## src/rtl/cond_branch_eval.sv

```systemverilog
// -----------------------------------------------------------------------------
// cond_branch_eval
// Decides whether a conditional branch (B.cond, CBZ, CBNZ, B) is taken.
// It counts flag-setting instructions that are still in flight. A B.cond waits
// until every older flag write has committed, and then it evaluates the ARMv8
// condition against the flags.
//
// Optional feature macro: COND_FWD_EN
//   defined   : on the setFlag that resolves a wait, the condition is evaluated
//               on aluFlags at that same edge. The EVAL state is never entered.
//   undefined : on the setFlag that resolves a wait, the block moves to EVAL
//               and evaluates storedFlags one cycle later.
//
// Parameters
//   PEND_W      width of the outstanding flag-setter counter (max 2^PEND_W-1)
//
// Ports
//   clk         system clock, all state updates on posedge
//   reset       synchronous, active-high reset
//   flagIssue   a flag-setting instruction entered execute this cycle
//   setFlag     a flag write commits this cycle (the flag register loads aluFlags)
//   aluFlags    flags being committed, {Z,V,C,N}
//   storedFlags current flag register contents, {Z,V,C,N}
//   brValid     branch request present
//   brReady     block can accept a request (combinational from state/reset)
//   brType      00 B.cond, 01 CBZ, 10 CBNZ, 11 B
//   brCond      ARMv8 condition field (used by B.cond only)
//   brReg       register operand for CBZ/CBNZ
//   resValid    one-cycle pulse, result valid
//   taken       branch decision, holds until the next resValid
//   pendCount   outstanding flag setters
//   pendOvf     sticky, set when an issue arrives while the counter is at max
// -----------------------------------------------------------------------------
module cond_branch_eval #(
    parameter int unsigned PEND_W = 2
) (
    input  logic              clk,
    input  logic              reset,
    input  logic              flagIssue,
    input  logic              setFlag,
    input  logic [3:0]        aluFlags,
    input  logic [3:0]        storedFlags,
    input  logic              brValid,
    output logic              brReady,
    input  logic [1:0]        brType,
    input  logic [3:0]        brCond,
    input  logic [63:0]       brReg,
    output logic              resValid,
    output logic              taken,
    output logic [PEND_W-1:0] pendCount,
    output logic              pendOvf
);

    // One extra bit lets the count hold pendCount + flagIssue without wrapping.
    localparam int unsigned WAIT_W = PEND_W + 1;

    localparam logic [PEND_W-1:0] PEND_MAX = '1;

    localparam logic [1:0] BR_COND = 2'b00;
    localparam logic [1:0] BR_CBZ  = 2'b01;
    localparam logic [1:0] BR_CBNZ = 2'b10;
    localparam logic [1:0] BR_B    = 2'b11;

    typedef enum logic [1:0] {
        ST_IDLE = 2'b00,
        ST_WAIT = 2'b01,
        ST_EVAL = 2'b10
    } state_t;

    state_t              state;
    state_t              state_next;
    logic [WAIT_W-1:0]   wait_cnt;
    logic [WAIT_W-1:0]   wait_next;
    logic [WAIT_W-1:0]   wait_base;
    logic [WAIT_W-1:0]   wait_acc;
    logic [3:0]          cond_q;
    logic [3:0]          cond_next;
    logic                res_valid_next;
    logic                taken_next;
    logic [PEND_W-1:0]   pend_next;
    logic                ovf_next;
    logic                accept;

`ifndef COND_FWD_EN
    // aluFlags is only needed for the forwarding path.
    logic unused_alu_flags;
    assign unused_alu_flags = ^aluFlags;
`endif

    // ARMv8 condition evaluation on a {Z,V,C,N} flag vector.
    function automatic logic cond_eval(input logic [3:0] cond, input logic [3:0] flags);
        logic z;
        logic v;
        logic c;
        logic n;
        logic r;
        z = flags[3];
        v = flags[2];
        c = flags[1];
        n = flags[0];
        case (cond)
            4'b0000: r = z;
            4'b0001: r = !z;
            4'b0010: r = c;
            4'b0011: r = !c;
            4'b0100: r = n;
            4'b0101: r = !n;
            4'b0110: r = v;
            4'b0111: r = !v;
            4'b1000: r = c && !z;
            4'b1001: r = !c || z;
            4'b1010: r = (n == v);
            4'b1011: r = (n != v);
            4'b1100: r = !z && (n == v);
            4'b1101: r = z || (n != v);
            default: r = 1'b1;
        endcase
        return r;
    endfunction

    assign brReady = (state == ST_IDLE) && !reset;
    assign accept  = brValid && brReady;

    // Dependency count as seen by a B.cond accepted this cycle. An issue in the
    // same cycle counts as older. A commit retires one older writer, but the
    // count never goes below zero.
    always_comb begin
        wait_base = {1'b0, pendCount} + WAIT_W'(flagIssue);
        wait_acc  = wait_base;
        if (setFlag && (wait_base != '0)) begin
            wait_acc = wait_base - WAIT_W'(1);
        end
    end

    // Outstanding flag-setter counter. It saturates at both ends, and pendOvf is sticky.
    always_comb begin
        pend_next = pendCount;
        ovf_next  = pendOvf;
        case ({flagIssue, setFlag})
            2'b10: begin
                if (pendCount == PEND_MAX) begin
                    ovf_next = 1'b1;
                end else begin
                    pend_next = pendCount + PEND_W'(1);
                end
            end
            2'b01: begin
                if (pendCount != '0) begin
                    pend_next = pendCount - PEND_W'(1);
                end
            end
            default: begin
                pend_next = pendCount;
            end
        endcase
    end

    // Next-state and result logic.
    always_comb begin
        state_next     = state;
        wait_next      = wait_cnt;
        cond_next      = cond_q;
        res_valid_next = 1'b0;
        taken_next     = taken;

        case (state)
            ST_IDLE: begin
                if (accept) begin
                    case (brType)
                        BR_CBZ: begin
                            res_valid_next = 1'b1;
                            taken_next     = (brReg == 64'd0);
                        end
                        BR_CBNZ: begin
                            res_valid_next = 1'b1;
                            taken_next     = (brReg != 64'd0);
                        end
                        BR_B: begin
                            res_valid_next = 1'b1;
                            taken_next     = 1'b1;
                        end
                        BR_COND: begin
                            cond_next = brCond;
                            if (wait_acc != '0) begin
                                state_next = ST_WAIT;
                                wait_next  = wait_acc;
                            end else if (setFlag) begin
                                // The last older writer commits in the accept cycle.
                                wait_next = '0;
`ifdef COND_FWD_EN
                                res_valid_next = 1'b1;
                                taken_next     = cond_eval(brCond, aluFlags);
`else
                                state_next = ST_EVAL;
`endif
                            end else begin
                                res_valid_next = 1'b1;
                                taken_next     = cond_eval(brCond, storedFlags);
                            end
                        end
                        default: begin
                            state_next = ST_IDLE;
                        end
                    endcase
                end
            end

            ST_WAIT: begin
                // flagIssue is ignored here because those writers are younger.
                if (setFlag) begin
                    if (wait_cnt == WAIT_W'(1)) begin
                        wait_next = '0;
`ifdef COND_FWD_EN
                        state_next     = ST_IDLE;
                        res_valid_next = 1'b1;
                        taken_next     = cond_eval(cond_q, aluFlags);
`else
                        state_next = ST_EVAL;
`endif
                    end else begin
                        wait_next = wait_cnt - WAIT_W'(1);
                    end
                end
            end

            ST_EVAL: begin
                // The flag register now holds the last older commit.
                state_next     = ST_IDLE;
                res_valid_next = 1'b1;
                taken_next     = cond_eval(cond_q, storedFlags);
            end

            default: begin
                state_next = ST_IDLE;
                wait_next  = '0;
            end
        endcase
    end

    // State and output registers.
    always_ff @(posedge clk) begin
        if (reset) begin
            state     <= ST_IDLE;
            wait_cnt  <= '0;
            cond_q    <= '0;
            resValid  <= 1'b0;
            taken     <= 1'b0;
            pendCount <= '0;
            pendOvf   <= 1'b0;
        end else begin
            state     <= state_next;
            wait_cnt  <= wait_next;
            cond_q    <= cond_next;
            resValid  <= res_valid_next;
            taken     <= taken_next;
            pendCount <= pend_next;
            pendOvf   <= ovf_next;
        end
    end

endmodule

```

## config.mk

```make
export PLATFORM = sky130hd
export DESIGN_NAME = cond_branch_eval
export DESIGN_NICKNAME = d
export VERILOG_FILES = /design/src/rtl/cond_branch_eval.sv
export SDC_FILE = /design/constraint.sdc
export NUM_CORES = 1
export LEC_CHECK = 0
export ABC_AREA = 1
export CORE_ASPECT_RATIO = 1.4
export CORE_MARGIN = 4
export CORE_UTILIZATION = 35
export CTS_BUF_LIST = sky130_fd_sc_hd__clkbuf_2
export DETAILED_ROUTE_END_ITERATION = 8
export PLACE_DENSITY = 0.87
export RECOVER_POWER = 100
export SLEW_MARGIN = 20
export SYNTH_ARGS = -nofsm -noshare
export SYNTH_HDL_FRONTEND = slang
export SYNTH_SLANG_ARGS = --single-unit
```

## constraint.sdc

```tcl
create_clock -name clk -period 5 [get_ports clk]
set_input_delay 0.5 -clock clk [delete_from_list [all_inputs] [get_ports clk]]
set_output_delay 0.5 -clock clk [all_outputs]
set_load 0.03 [all_outputs]
```

## Yosys cells after proc, flatten, opt, wreduce, memory -nomap -nowiden

Cells that the tools add are included.

- Logic and storage cells: 119
- Flip-flop bits (word level): 14
- Input bits: 83

- Bitwise gates (word level): 1
- Add/sub/neg operators: 5
- Reductions and logical operators: 30
- Equality and inequality tests: 46
- Muxes and demuxes: 30

Operators with widths:

| kind | count |
|---|---|
| $logic_not A64 Y1 | 1 |
| $reduce_bool A64 Y1 | 1 |
| $eq A4 B4 Y1 const B | 12 |
| $eq A4 B3 Y1 const B | 8 |
| $pmux W1 S14 | 2 |
| $mux W3 | 7 |
| $eq A4 B2 Y1 const B | 4 |
| $mux W2 | 8 |
| $eq A2 B2 Y1 const B | 5 |
| $ne A2 B2 Y1 const B | 5 |
| $reduce_and A5 Y1 | 2 |
| $pmux W3 S3 | 1 |
| $eq A4 B1 Y1 const B | 2 |
| $logic_not A4 Y1 | 2 |
| $pmux W2 S2 | 2 |
| $eq A2 B1 Y1 const B | 3 |
| $mux W1 | 6 |
| $ne A3 B3 Y1 const B | 2 |
| $pmux W1 S2 | 3 |
| $reduce_and A3 Y1 | 2 |
| $reduce_bool A2 Y1 | 3 |
| $reduce_bool A3 Y1 | 2 |
| $sub A3 B1 Y3 const B | 2 |
| $logic_and A1 B1 Y1 | 5 |
| other kinds (16) | 22 |

## Depth between registers and ports, before layout

Gate-level depths: netlist of run 1.

- Word-level depth: 9
- Mapped depth: 16
- Gate-level depth less buffers: 16

## Worst setup path before layout of run 1

OpenSTA, ideal clock, no wires.

- Path type: reg2reg
- Start: reg pendCount[0]
- End: reg wait_cnt[1]
- Setup slack: 2.831 ns
- Setup time: 0.114 ns
- Clock period less this slack: 2.169 ns
- Cell stages (with the launch flop): 16
- Data arrival time: 2.055 ns
- Cells stage by stage: dfxtp_1 > ha_1 > xnor2_1 > ha_1 > ha_1 > inv_1 > nand2_2 > inv_1 > nand2_1 > nand2_1 > nor2_1 > nand4_2 > o211ai_2 > nand2_1 > nand2_1 > nor2_2

- Word-level cells in the longest chain between the ends: 9

Ends and longest elaborated chain:

| element | line | source |
|---|---|---|
| start, declared | 50 | `output logic [PEND_W-1:0] pendCount,` |
| start signal, assigned | 256 | `pendCount <= pend_next;` |
| $add A2 B1 Y3 (*) | 128 | `wait_base = {1'b0, pendCount} + WAIT_W'(flagIssue);` |
| parallel branches: the longest is 2 deep, another holds $sub A3 B1 Y3 | - |  |
| $mux W3 (*) | 130 | `if (setFlag && (wait_base != '0)) begin` |
| $reduce_bool A3 Y1 | 184 | `if (wait_acc != '0) begin` |
| $mux W3 | 184 |  |
| $mux W3 | 169 | `case (brType)` |
| $mux W3 | 168 | `if (accept) begin` |
| $pmux W3 S3 | 166 | `case (state)` |
| end signal, assigned | 252 | `wait_cnt <= wait_next;` |
| end, declared | 72 | `logic [WAIT_W-1:0] wait_cnt;` |

Every way passes the cells marked *. The select of a mux whose other input is x is not followed.
A chain may end at the register's enable or synchronous reset.

## Worst setup path in the final report of run 1

- Start: in flagIssue
- End: reg wait_cnt[2]

- Word-level cells in the longest chain between the ends: 9

Ends and longest elaborated chain:

| element | line | source |
|---|---|---|
| start, declared | 39 | `input logic flagIssue,` |
| $add A2 B1 Y3 (*) | 128 |  |
| parallel branches: the longest is 2 deep, another holds $sub A3 B1 Y3 | - |  |
| $mux W3 (*) | 130 |  |
| $reduce_bool A3 Y1 | 184 |  |
| $mux W3 | 184 |  |
| $mux W3 | 169 |  |
| $mux W3 | 168 |  |
| $pmux W3 S3 | 166 |  |

Marked as above.

==> results.sh, run 1 <==
export IMPL_status="completed"
export IMPL_cts_inserted_buffers=3
export IMPL_die_y_um=85.4
export IMPL_numClockSinks=14
export IMPL_mostFrequentLayoutCells="nand2_1 (94), nor2_1 (81), clkdlybuf4s50_1 (75)"
export IMPL_first_pass_iters=4
export IMPL_num_rows=27
export IMPL_vias_per_cell=4.67
export IMPL_power_leakage_nw=1.09
export IMPL_final_common_cell="nand2_1"
export IMPL_port_buffers=84
export IMPL_drt_iter0_markers=115
export IMPL_synthMuxAreaShare_pct=0
export IMPL_cts_tree="built"
export IMPL_n_fill_cell=389
export IMPL_worstSetupEndpointType="flip-flop"
export IMPL_core_um2=4020
export IMPL_htree_levels=1
export IMPL_path_common_cell="nand2_1"
export IMPL_yosys_warnings=0
export IMPL_finalClockSkew_ns=0.0175
export IMPL_grt_overflow_total=0
export IMPL_fin_crit_sh_pct=56.2
export IMPL_clk_latency_ns=0.29
export IMPL_synth_xor_area_share_pct=1.75
export IMPL_synth_top_family_by_area="simple AND/OR/NAND/NOR gates"
export IMPL_cp_cell_sequence="dlygate4sd3_1, ha_1, xnor2_1, ha_1, ha_1, inv_1, nand2_1, inv_1, nand2_1, nand2_1, nor2_1, nand4_1, o211ai_1, nand2_1, nand2_1, nor2_2"
export IMPL_crit_family="simple AND/OR/NAND/NOR gates"
export IMPL_clk_pin_slew_ns=0.15
export IMPL_final_antenna_net_count=0
export IMPL_clock_path_buffers=2
export IMPL_antennaDiodeCount=0
export IMPL_synth_compound_area_share_pct=8.44
export IMPL_power_density_nw_per_um2=233
export IMPL_cp_arrival_ns=3.01
export IMPL_syn_avg_cell_area_um2=5.26
export IMPL_drv_slew=0
export IMPL_cp_slowest_cell="dlygate4sd3_1"
export IMPL_synth_largest_area_cell="nand2_1"
export IMPL_placed_area_um2=2380
export IMPL_drc=0
export IMPL_crit_buf_inv=3
export IMPL_required_ns=5.20
export IMPL_antenna_found_initial=0
export IMPL_synth_simple_gate_area_share_pct=57.3
export IMPL_die_area_um2=5400
export IMPL_synth_fa_ha_area_share_pct=5.01
export IMPL_critPathLaunchType="input port"
export IMPL_synth_top_cell_area_share_pct=23.1
export IMPL_rsz0062_at_grt="no"
export IMPL_grt_start_max_net_pins=12
export IMPL_ir_worst_vdd_v=0.000200
export IMPL_max_cap_violations=0
export IMPL_gp_congestion=0.891
export IMPL_grt_pass1_wl_mm=7.78
export IMPL_hold_class="flip-flop to flip-flop"
export IMPL_setup_tns_ns=0
export IMPL_worstPathMaxFanout=6
export IMPL_fin_crit_ns=2.81
export IMPL_cts_hold_buffers=0
export IMPL_die_w_um=63.3
export IMPL_final_area_um2=2380
export IMPL_cp_slowest_stage_delay_ns=0.59
export IMPL_fin_nets=462
export IMPL_grtUsageTotal_pct=17.3
export IMPL_routed_wl_mm=4.69
export IMPL_num_vias=1940
export IMPL_netlist_top_cells_area="nand2_1 (23%), nor2_1 (20%), dfxtp_1 (19%), nand3_1 (8.7%), inv_1 (7.8%)"
export IMPL_ys_ff_latch=14
export IMPL_worstSetupPathType="input port to flip-flop"
export IMPL_syn_to_final_growth_pct=58.6
export IMPL_cts_setup_buffers=0
export IMPL_setup_viol_count_final=0
export IMPL_relSlewSlack_pct=60.7
export IMPL_initial_core_util_pct=37.3
export IMPL_grt_pass1_vias=1842
export IMPL_cts_resized=0
export IMPL_synth_nets=374
export IMPL_drive_above_1_share_pct=2.42
export IMPL_wl_per_cell_um=11.3
export IMPL_timing_fmax_mhz=356
export IMPL_worst_pin_slew_ns=0.588
export IMPL_syn_area_um2=1500
export IMPL_synth_distinct_cells=24
export IMPL_cts_root_buf="clkbuf_2"
export IMPL_hold_viol_final=0
export IMPL_ys_seq_area_share_pct=18.7
export IMPL_detailed_place_hpwl_mm=4.03
export IMPL_synthCells=285
export IMPL_top_level_ports=89
[worst paths after layout]
check / slack (ns) / from / cells past startpoint / endpoint
setup / recovery: 2.19 / flagIssue / 16 / wait_cnt[2]$_SDFFE_PP0P_
hold / removal: 0.49 / pendOvf$_SDFFE_PP0P_ / 2 / pendOvf$_SDFFE_PP0P_
setup reg to reg: 2.64 / pendCount[0]$_SDFFE_PP0P_ / 15 / wait_cnt[2]$_SDFFE_PP0P_
hold reg to reg: 0.49 / pendOvf$_SDFFE_PP0P_ / 2 / pendOvf$_SDFFE_PP0P_
[worst register-to-register path, cell delays in order, from the launching register on]
cell      delay [ns]
dfxtp_1         0.45
ha_1            0.21
xnor2_1         0.14
ha_1            0.20
ha_1            0.14
inv_1           0.04
nand2_1         0.11
inv_1           0.08
nand2_1         0.06
nand2_1         0.06
nor2_1          0.14
nand4_1         0.16
o211ai_1        0.26
nand2_1         0.11
nand2_1         0.10
nor2_2          0.03
[cells by family after synthesis]
group / count (synthesis)
flops: 14
fa+ha+maj: 6
compound gates: 21
buf+inv: 33
simple gates: 208
xor+xnor: 3
[cell usage after synthesis]
cell        n
inv_1      31
nand4_2     1
o211ai_2    1
ha_1        6
xnor2_1     2
o21ai_0     7
o22ai_1     1
o31ai_1     1
nor2_2      3
nand3_1    26
xor2_1      1
o211ai_1    1
buf_6       1
nand2_2     3
nand3_2     1
a311oi_1    1
o2111ai_1   1
nor2_4      1
nand2_4     1
inv_2       1
nand2_1    92
dfxtp_1    14
nor2_1     80
a21oi_1     8
[state kept, by name, summed over array words and instances (netlist names)]
signal	count
cond_q	4
wait_cnt	3
pendCount	2
state	2
pendOvf	1
resValid	1
taken	1
[report_power, final]
part / total (mW) / internal (mW) / switching (mW)
Sequential: 0.156 / 0.138 / 0.0186
Clock: 0.0547 / 0.0174 / 0.0373
Combinational: 0.343 / 0.155 / 0.188
[per-layer routing]
layer | vias up | routed length (µm) | track usage [%]
met2 | 44 | 2680 | 34.9
met3 | 7 | 184 | 1.85
met1 | 826 | 1770 | 18.7
met4 | 0 | 50 | 3.93
met5 | - | 0 | 0
li1 | 1063 | - | -
[through the flow]
stage / power (mW) / util, % / cells / hold WS [ns] / setup WS, ns
finish: 0.554 / 59.1 / 415 / 0.487 / 2.19
global route: 0.615 / 59.1 / 415 / 0.521 / 1.89
CTS: 0.571 / 59.7 / 415 / 0.502 / 2.48
detailed placement: 0.516 / 59.2 / 411 / 0.471 / 2.17
global placement: 0.506 / 59.2 / 411 / 0.450 / 2.21
floorplan: 0.390 / - / 285 / 0.501 / 2.83
[layout make-up]
type                            instances  area [µm²]  share of cell area, %
Multi-Input combinational cell        238        1060                   44.7
Timing Repair Buffer                   84         841                   35.4
Sequential cell                        14         280                   11.8
Inverter                               32         120                   5.06
Tap cell                               43        53.8                   2.26
Clock buffer                            3        15.0                  0.632
Clock inverter                          1        3.75                  0.158
Power figures use the tool's default switching activity.
==> inputs of run 2 (changes only) <==
- PLACE_DENSITY: 0.87 -> 0.9
- clock period: 5 -> 2.4 ns (I/O delays scaled with it)
==> run 2 against run 1 <==
First-iteration DRC count is 21% higher. Sequential share of layout area is 0.11 points lower. Clock skew is 0.011 ns lower. Core utilization is 0.84 points higher. Critical path depth is 1 lower. Sequential power is 110% higher. Via count is 2.8% higher. Final cell count is 0.72% higher. Largest power group unchanged. Register-to-register slack worse by 2.4 ns.
==> results.sh, run 2 (synthesis results as in run 1) <==
export IMPL_worstSetupEndpointType="flip-flop"
export IMPL_detailed_place_hpwl_mm=4.20
export IMPL_antenna_found_initial=0
export IMPL_timing_fmax_mhz=450
export IMPL_die_area_um2=5400
export IMPL_clock_path_buffers=2
export IMPL_p_sw_uw=521
export IMPL_status="completed"
export IMPL_final_common_cell="nand2_1"
export IMPL_syn_to_final_growth_pct=60.9
export IMPL_num_rows=27
export IMPL_fin_nets=465
export IMPL_required_ns=2.61
export IMPL_power_leakage_nw=1.11
export IMPL_holdWs_ns=0.489
export IMPL_ir_worst_vdd_v=0.000400
export IMPL_hold_viol_final=0
export IMPL_htree_levels=1
export IMPL_antennaDiodeCount=0
export IMPL_grt_overflow_total=0
export IMPL_final_antenna_net_count=0
export IMPL_clk_pin_slew_ns=0.14
export IMPL_worstSetupPathType="input port to flip-flop"
export IMPL_top_level_ports=89
export IMPL_finalClockSkew_ns=0.00669
export IMPL_core_um2=4020
export IMPL_drv_slew=0
export IMPL_max_cap_violations=0
export IMPL_largest_reg_flops=4
export IMPL_p_comb_share_pct=62.4
export IMPL_cts_inserted_buffers=3
export IMPL_clock_power_share_pct=9.8
export IMPL_setup_viol_count_final=0
export IMPL_total_power_mw=1.17
export IMPL_largest_registers="cond_q: 4 flops, wait_cnt: 3 flops"
export IMPL_cts_root_buf="clkbuf_2"
export IMPL_cp_arrival_ns=2.43
export IMPL_gp_congestion=0.881
export IMPL_grt_pass1_vias=1991
export IMPL_grtUsageTotal_pct=18.4
export IMPL_vias_per_cell=4.77
export IMPL_path_common_cell="nand2_1"
export IMPL_rsz0062_at_grt="no"
export IMPL_fin_crit_sh_pct=92.7
export IMPL_routed_wl_mm=4.88
export IMPL_cp_slowest_cell="clkdlybuf4s50_1"
export IMPL_cts_tree="built"
export IMPL_grt_pass1_wl_mm=8.27
export IMPL_regMostFlops="cond_q"
export IMPL_critPathLaunchType="input port"
export IMPL_port_buffers=84
export IMPL_worstPathMaxFanout=6
export IMPL_final_area_um2=2410
export IMPL_numClockSinks=14
export IMPL_worst_pin_slew_ns=0.626
export IMPL_mostFrequentLayoutCells="nand2_1 (94), nor2_1 (80), clkdlybuf4s50_1 (77)"
export IMPL_first_pass_iters=4
export IMPL_relSlewSlack_pct=58.1
export IMPL_drive_above_1_share_pct=4.00
export IMPL_clk_latency_ns=0.29
export IMPL_p_int_uw=652
export IMPL_initial_core_util_pct=37.3
export IMPL_cp_cell_sequence="clkdlybuf4s50_1, ha_1, xnor2_2, ha_1, ha_1, inv_1, nand2_2, nand2_1, nand2_1, nor2_2, nand4_1, o211ai_2, nand2_1, nand2_1, nor2_2"
export IMPL_switching_share_pct=44.4
export IMPL_num_vias=1995
export IMPL_drc=0
export IMPL_placed_area_um2=2400
export IMPL_wl_per_cell_um=11.7
export IMPL_cp_slowest_stage_delay_ns=0.46
export IMPL_fin_crit_ns=2.22
export IMPL_power_density_nw_per_um2=487
export IMPL_grt_start_max_net_pins=12
export IMPL_die_w_um=63.3
export IMPL_p_seq_share_pct=27.8
export IMPL_hold_class="flip-flop to flip-flop"
export IMPL_die_y_um=85.4
export IMPL_drt_iter0_markers=139
[run 2: timing repair]
item / CTS / global route
buffers inserted: 0 / 0
setup endpoints to repair: 0 / 4
gates resized for setup: 0 / 3
hold buffers: 0 / 0
[run 2: worst paths after layout]
path,start,slack (ns),depth (start not counted),endpoint
setup / recovery,flagIssue,0.18,15,wait_cnt[2]$_SDFFE_PP0P_
hold / removal,pendOvf$_SDFFE_PP0P_,0.49,2,pendOvf$_SDFFE_PP0P_
setup reg to reg,pendCount[0]$_SDFFE_PP0P_,0.24,14,wait_cnt[2]$_SDFFE_PP0P_
hold reg to reg,pendOvf$_SDFFE_PP0P_,0.49,2,pendOvf$_SDFFE_PP0P_
[run 2: critical path: cells and delay by family]
family | cells | cell delay, ns
simple gates | 8 | 0.70
xor+xnor | 1 | 0.14
fa+ha+maj | 3 | 0.64
buf+inv | 2 | 0.52
compound gates | 1 | 0.18
[run 2: final cells by class]
cell class	instances	area (µm²)
Timing Repair Buffer	87	863
Inverter	32	120
Clock inverter	1	3.75
Multi-Input combinational cell	238	1070
Tap cell	43	53.8
Sequential cell	14	282
Clock buffer	3	15.0
Fill cell	390	1610
[run 2: stage by stage]
| step | setup slack, ns | util (%) | instances | setup TNS (ns) |
|---|---|---|---|---|
| global placement | -0.0423 | 59.8 | 414 | -0.116 |
| floorplan | 0.231 | - | 285 | 0 |
| CTS | 0.167 | 60.3 | 418 | 0 |
| global route | 0.0297 | 59.9 | 418 | 0 |
| detailed placement | -0.120 | 59.8 | 414 | -0.487 |
| finish | 0.176 | 59.9 | 418 | 0 |
[run 2: power groups by stage]
stage / Clock, mW / Sequential, mW / Combinational [mW]
after floorplan: 0 / 0.357 / 0.456
after global placement: 0 / 0.330 / 0.732
after detailed placement: 0 / 0.333 / 0.754
after CTS: 0.116 / 0.327 / 0.764
after global routing: 0.130 / 0.336 / 0.826
final: 0.115 / 0.325 / 0.732
[run 2: metal layers]
metal | track usage (%) | part of all wire [%] | vias to the layer above | wire (µm)
met2 | 37.8 | 57 | 52 | 2770
met1 | 18.3 | 37 | 862 | 1790
met4 | 6.09 | 2.5 | 0 | 122
met3 | 2.52 | 4.1 | 13 | 200
met5 | 0 | 0 | - | 0
li1 | - | - | 1068 | -
